[config.mk]
export PLATFORM = sky130hd
export DESIGN_NAME = sv_if_arbiter_flat
export DESIGN_NICKNAME = d
export VERILOG_FILES = /design/src/rtl/sv_if_arbiter_pkg.sv /design/src/rtl/sv_if_arbiter_if.sv /design/src/rtl/sv_if_arbiter_rr_pick.sv /design/src/rtl/sv_if_arbiter.sv /design/src/flat_wrapper.sv
export SDC_FILE = /design/constraint.sdc
export NUM_CORES = 1
export LEC_CHECK = 0
export ABC_AREA = 0
export ABC_CLOCK_PERIOD_IN_PS = 2200
export BUFFER_PORTS_ARGS = -buffer_cell sky130_fd_sc_hd__buf_4
export CAP_MARGIN = 20
export CORE_MARGIN = 8
export CORE_UTILIZATION = 46
export CTS_BUF_LIST = sky130_fd_sc_hd__clkbuf_4 sky130_fd_sc_hd__clkbuf_8
export DETAILED_ROUTE_END_ITERATION = 16
export PLACE_DENSITY = 0.78
export SLEW_MARGIN = 10
export SYNTH_ARGS = -nofsm -noshare
export SYNTH_HDL_FRONTEND = slang
export SYNTH_HIERARCHICAL = 1
export SYNTH_SLANG_ARGS = --single-unit
[constraint.sdc]
create_clock -name clk -period 2.2 [get_ports clk]
set_clock_uncertainty 0.1 [all_clocks]
set_input_delay 0.33 -clock clk [delete_from_list [all_inputs] [get_ports clk]]
set_output_delay 0.33 -clock clk [all_outputs]
set_load 0.005 [all_outputs]
[src/rtl/sv_if_arbiter_pkg.sv]
// Shared types and helpers for the round-robin sv_if channel arbiter.
package sv_if_arb_pkg;

  typedef enum logic {ARB_IDLE = 1'b0, ARB_BURST = 1'b1} arb_state_t;

  // OR-reduction of set-bit positions; exact for one-hot, zero for no bits set.
  function automatic logic [3:0] onehot2idx(input logic [15:0] oh);
    logic [3:0] idx;
    idx = '0;
    for (int i = 0; i < 16; i++) begin
      if (oh[i]) idx = idx | 4'(i);
    end
    return idx;
  endfunction

endpackage

[src/rtl/sv_if_arbiter_if.sv]
// Requester-side and sv_if-side signals of the arbiter bundled into one interface.
interface sv_if_arbiter_if #(
  parameter int NUM_REQ = 4,
  parameter int DATA_W  = 8
);
  logic [NUM_REQ-1:0]        req_valid;
  logic [NUM_REQ-1:0]        req_last;
  logic [NUM_REQ*DATA_W-1:0] req_data;
  logic [NUM_REQ-1:0]        req_ready;
  logic                      out_valid;
  logic [DATA_W-1:0]         out_data;
  logic                      out_ready;
  logic [NUM_REQ-1:0]        grant;
  logic                      busy;

  modport slave (
    input  req_valid, req_last, req_data, out_ready,
    output req_ready, out_valid, out_data, grant, busy
  );

  modport master (
    output req_valid, req_last, req_data, out_ready,
    input  req_ready, out_valid, out_data, grant, busy
  );
endinterface

[src/rtl/sv_if_arbiter_rr_pick.sv]
// Combinational round-robin picker: first set request at or after ptr, wrapping.
module rr_pick #(
  parameter int NUM_REQ = 4
) (
  input  logic [NUM_REQ-1:0]         req,
  input  logic [$clog2(NUM_REQ)-1:0] ptr,
  output logic [NUM_REQ-1:0]         gnt,
  output logic                       found
);
  localparam int IDX_W = $clog2(NUM_REQ);

  logic [IDX_W-1:0] idx;

  always_comb begin
    gnt   = '0;
    found = 1'b0;
    idx   = '0;
    for (int k = 0; k < NUM_REQ; k++) begin
      idx = IDX_W'((int'(ptr) + k) % NUM_REQ);
      if (!found && req[idx]) begin
        gnt[idx] = 1'b1;
        found    = 1'b1;
      end
    end
  end
endmodule

[src/rtl/sv_if_arbiter.sv]
// Round-robin arbiter: one burst per grant, beats forwarded through a single output register.
module sv_if_arbiter
  import sv_if_arb_pkg::*;
#(
  parameter int NUM_REQ   = 4,
  parameter int DATA_W    = 8,
  parameter int MAX_BURST = 4
) (
  input  logic            clk,
  input  logic            rst_n,
  sv_if_arbiter_if.slave  bus
);
  localparam int IDX_W = $clog2(NUM_REQ);
  localparam int CNT_W = $clog2(MAX_BURST) + 1;
  localparam logic [CNT_W-1:0] CNT_LAST = CNT_W'(MAX_BURST - 1);

  arb_state_t          state_q, state_d;
  logic [NUM_REQ-1:0]  grant_q, grant_d;
  logic [IDX_W-1:0]    rr_ptr_q, rr_ptr_d;
  logic [CNT_W-1:0]    beat_cnt_q, beat_cnt_d;
  logic                out_valid_q, out_valid_d;
  logic [DATA_W-1:0]   out_data_q, out_data_d;

  logic [NUM_REQ-1:0]  pick_gnt;
  logic                pick_found;
  logic [IDX_W-1:0]    g_idx;
  logic [IDX_W-1:0]    next_ptr;
  logic [NUM_REQ-1:0]  req_ready_w;
  logic [DATA_W-1:0]   beat;
  logic                out_accept;
  logic                xfer_in;
  logic                end_burst;

  rr_pick #(.NUM_REQ(NUM_REQ)) u_pick (
    .req   (bus.req_valid),
    .ptr   (rr_ptr_q),
    .gnt   (pick_gnt),
    .found (pick_found)
  );

  assign g_idx       = IDX_W'(onehot2idx(16'(grant_q)));
  assign next_ptr    = (g_idx == IDX_W'(NUM_REQ - 1)) ? '0 : g_idx + 1'b1;
  // The output register can take a new beat when empty or draining this cycle.
  assign out_accept  = !out_valid_q || bus.out_ready;
  assign req_ready_w = (state_q == ARB_BURST && out_accept) ? grant_q : '0;
  assign xfer_in     = |(bus.req_valid & req_ready_w);
  assign beat        = bus.req_data[int'(g_idx)*DATA_W +: DATA_W];
  assign end_burst   = xfer_in && (bus.req_last[g_idx] || beat_cnt_q == CNT_LAST);

  always_comb begin
    state_d     = state_q;
    grant_d     = grant_q;
    rr_ptr_d    = rr_ptr_q;
    beat_cnt_d  = beat_cnt_q;
    out_valid_d = out_valid_q;
    out_data_d  = out_data_q;

    case (state_q)
      ARB_IDLE: begin
        if (pick_found) begin
          grant_d    = pick_gnt;
          beat_cnt_d = '0;
          state_d    = ARB_BURST;
        end
      end
      default: begin
        if (xfer_in) beat_cnt_d = beat_cnt_q + 1'b1;
        if (end_burst) begin
          rr_ptr_d = next_ptr;
          grant_d  = '0;
          state_d  = ARB_IDLE;
        end
      end
    endcase

    if (xfer_in) begin
      out_valid_d = 1'b1;
      out_data_d  = beat;
    end else if (out_valid_q && bus.out_ready) begin
      out_valid_d = 1'b0;
    end
  end

  always_ff @(posedge clk or negedge rst_n) begin
    if (!rst_n) begin
      state_q     <= ARB_IDLE;
      grant_q     <= '0;
      rr_ptr_q    <= '0;
      beat_cnt_q  <= '0;
      out_valid_q <= 1'b0;
      out_data_q  <= '0;
    end else begin
      state_q     <= state_d;
      grant_q     <= grant_d;
      rr_ptr_q    <= rr_ptr_d;
      beat_cnt_q  <= beat_cnt_d;
      out_valid_q <= out_valid_d;
      out_data_q  <= out_data_d;
    end
  end

  assign bus.req_ready = req_ready_w;
  assign bus.out_valid = out_valid_q;
  assign bus.out_data  = out_data_q;
  assign bus.grant     = grant_q;
  assign bus.busy      = (state_q == ARB_BURST);
endmodule

[src/flat_wrapper.sv]
// flat-port wrapper written by rule: the top's interface ports become plain ports
module sv_if_arbiter_flat import sv_if_arb_pkg::*;
#(
  parameter int NUM_REQ   = 4,
  parameter int DATA_W    = 8,
  parameter int MAX_BURST = 4
)
  (clk, rst_n, bus_req_valid, bus_req_last, bus_req_data, bus_out_ready, bus_req_ready, bus_out_valid, bus_out_data, bus_grant, bus_busy);
  sv_if_arbiter_if #(.NUM_REQ(NUM_REQ), .DATA_W(DATA_W)) bus_i ();
  input  logic clk;
  input  logic rst_n;
  input wire logic [$bits(bus_i.req_valid)-1:0] bus_req_valid;
  input wire logic [$bits(bus_i.req_last)-1:0] bus_req_last;
  input wire logic [$bits(bus_i.req_data)-1:0] bus_req_data;
  input wire logic [$bits(bus_i.out_ready)-1:0] bus_out_ready;
  output wire logic [$bits(bus_i.req_ready)-1:0] bus_req_ready;
  output wire logic [$bits(bus_i.out_valid)-1:0] bus_out_valid;
  output wire logic [$bits(bus_i.out_data)-1:0] bus_out_data;
  output wire logic [$bits(bus_i.grant)-1:0] bus_grant;
  output wire logic [$bits(bus_i.busy)-1:0] bus_busy;
  assign bus_i.req_valid = bus_req_valid;
  assign bus_i.req_last = bus_req_last;
  assign bus_i.req_data = bus_req_data;
  assign bus_i.out_ready = bus_out_ready;
  assign bus_req_ready = bus_i.req_ready;
  assign bus_out_valid = bus_i.out_valid;
  assign bus_out_data = bus_i.out_data;
  assign bus_grant = bus_i.grant;
  assign bus_busy = bus_i.busy;
  sv_if_arbiter #(.NUM_REQ(NUM_REQ), .DATA_W(DATA_W), .MAX_BURST(MAX_BURST)) u_core (.clk(clk), .rst_n(rst_n), .bus(bus_i));
endmodule
==> flow_summary.toml <==
[placed_design]
place.gp.congestion = 1.08
dp_cells = 282
dpl.hpwl_um = 3630
port_buffers = 60

[setup_path]
critical-path-slowest-cell = "mux4_2"
crit_chain = "buf_4 > mux4_2 > a31o_1 > a221oi_2 > o2bb2ai_1 > mux2i_1 > nor2_1"
critPathLaunchType = "register"
worst-path-buf-inv = 1
worstPathMaxFanout = 21
endpoint_kind = "register"
crit_type = "reg2reg"
crit_family = "multiplexers"
cpPeakStageDelay_ns = 0.58
reg2reg_setup_slack_ns = 0.11
arrival_ns = 2.17
required_ns = 2.28

[grt]
grt_pass1_wl_um = 7580
grt_overflow = 0
antenna_found_initial = 0
grt_util_met1_pct = 20.7
busiest_layer = "met2"
grt_use_met2_pct = 28.0
use_met3_pct = 3.68
grt_pass1_vias = 1607
gr-usage-all-layers_pct = 16.7
grt_start_max_net_pins = 24

[timing]
tightest_slew_ns = 0.420
period_needed_ns = 2.09
tns_ns = 0
fin_crit_sh_pct = 94.8
max_freq_ghz = 0.479
relSlewSlack_pct = 71.9
setup_viol = 0
slew_viol_final = 0
hold_violations = 0

[clock_tree]
cts_max_level = 1
cts_buffer_depth = 2
cts_tree = "yes"
cts_sinks = 19
cts_root_buf = "clkbuf_4"
cts_buffers = 3
clk_latency_ns = 0.30
clk_pin_slew_ns = 0.11

[synthesis]
syn_area_um2 = 1650
synth-seq-cells = 19
synthCells = 183
syn_avg_cell_area_um2 = 9.00
seq_area_frac_synth_pct = 28.9
synth_nets = 234
synth_top_area_cell = "dfrtp_1"
ys_types = 39
yosysWarnings = 6
yosysTopAreaCellShare_pct = 28.9
ys_top_cells_by_area = "dfrtp_1 (29%), mux2i_1 (9.7%), ha_1 (6.1%)"

[drt]
drt_iter0_drc = 72
drt_first_pass_iters = 4
post_drt_wl_per_cell_um = 16.4
via_per_inst = 5.69
antenna_left = 0
via_count = 1633
drcViolationCount = 0
wl_um = 4700

[layout]
most-common-layout-cells = "buf_4 (66), dfrtp_1 (19), nand2_1 (18)"
nNetsFinal = 293
drive_gt1_share_pct = 36.9
final_common_cell = "buf_4"
area_delta_synth_final_pct = 31.9
diodes = 0
num-fill-cells = 305
layoutNonFillerInstCount = 287

[floorplan]
num_rows = 21
initial_core_util_pct = 48.6
io-pin-count = 61
dieWidth_um = 75.9
die_h_um = 75.9
core_um2 = 3390
die_area_um2 = 5750

[power_and_ir_drop]
swShare_pct = 44.5
powerDensity_nw_per_um2 = 1230
comb_power_share_pct = 69.4
p_leak_uw = 0.00104
internal_power_uw = 1490
clockPowerShare_pct = 7.1
irDropWorstVdd_mv = 0.581
power.switching_uw = 1190
seq_power_share_pct = 23.5

[run_status]
outcome = "completed"

[run]
drv_cap = 0

[worst_hold_path]
min_path_type = "in2reg"
==> flip-flops by register name (all words and copies together) (netlist names) <==
name and count:
u_core/bus.grant 4, u_core/rr_ptr_q 2, u_core/bus.out_valid 1, u_core/bus.busy 1, u_core/bus.out_data 8, u_core/beat_cnt_q 3
==> layer usage <==
layer | share of wire (%) | wire length, um
met4 | 0.45 | 21
met1 | 40 | 1880
met5 | 0 | 0
met2 | 52 | 2430
met3 | 7.8 | 368
==> logic make-up after synthesis <==
kind of cell    count (synthesis)  share of synthesized area (%)
fa+ha+maj                       8                           6.07
buf+inv                        18                           5.62
flops                          19                           28.9
mux                            25                           17.0
simple gates                   56                           17.4
compound gates                 57                           25.1
==> worst min-delay path: cells and delay by family <==
| family | cells | cell delay [ns] |
|---|---|---|
| buffers and inverters | 1 | 0.08 |
| AO/OA/AOI/OAI | 2 | 0.18 |
==> power by group through the flow <==
stage	Sequential, uW	Combinational (uW)	Clock, uW
after floorplan	638	1280	0
after global placement	633	1790	0
after detailed placement	636	1820	0
after CTS	630	1830	197
after global routing	657	2060	209
final	629	1860	191
==> stage by stage <==
stage	utilization [%]	hold WS, ns	setup slack (ns)	power, uW	cell area (um^2)
floorplan	-	-0.0656	0.000513	1920	1650
global placement	62.8	0.120	0.174	2430	2130
detailed placement	62.8	0.123	0.111	2460	2130
CTS	63.9	0.212	0.0879	2660	2170
global route	64.1	0.229	-0.000758	2920	2170
finish	64.1	0.222	0.114	2680	2170
==> repair_timing <==
item,4_1_cts,5_1_grt
hold buffers,1,0
hold endpoints to repair,19,0
setup buffers,0,0
setup endpoints to repair,0,4
gates resized for setup,0,3
==> synth_stat cells <==
cell type and number:
a211oi_1 2, buf_1 1, nand3b_1 1, or3b_1 1, dfrtp_1 19, o22a_1 3, a22o_1 7, mux2_4 2
buf_4 1, ha_1 8, nor2_1 13, a2111o_1 1, mux2_2 6, a21oi_1 8, or4_1 1, a31o_1 2
nand3_2 1, nand4b_1 1, o211ai_2 1, buf_6 2, or2_4 2, nor3_1 1, nand2b_1 8, a221oi_2 2
nand2_1 18, a31oi_1 1, mux2i_1 16, clkbuf_2 1, o21ai_0 16, nor4bb_1 1, clkbuf_1 4, buf_2 4
inv_1 5, o22ai_1 9, nand3_1 4, mux4_2 1, and3_1 4, o2bb2ai_1 4, a31oi_4 1
==> worst paths after layout <==
kind / cells past startpoint / startpoint / end
setup reg to reg: 7 / u_core/rr_ptr_q[0]$_DFFE_PN0P_ / u_core/bus.grant[0]$_DFFE_PN0P_
max in group asynchronous: 2 / rst_n / u_core/beat_cnt_q[2]$_DFFE_PN0P_
hold / removal: 3 / bus_req_data[27] / u_core/bus.out_data[3]$_DFFE_PN0P_
hold reg to reg: 2 / u_core/bus.out_data[3]$_DFFE_PN0P_ / u_core/bus.out_data[3]$_DFFE_PN0P_
min in group asynchronous: 2 / rst_n / u_core/bus.out_data[2]$_DFFE_PN0P_
setup / recovery: 7 / u_core/rr_ptr_q[0]$_DFFE_PN0P_ / u_core/bus.grant[0]$_DFFE_PN0P_
==> area by class of cell <==
cell class	count	area (um^2)	share of cell area, %
inverter	5	18.8	0.864
sequential	19	475	21.9
multi-input combinational	146	1090	50.0
timing repair buffer	67	505	23.3
clock buffer	4	30.0	1.38
tap	46	57.6	2.65
(Power assumes the default switching activity.)
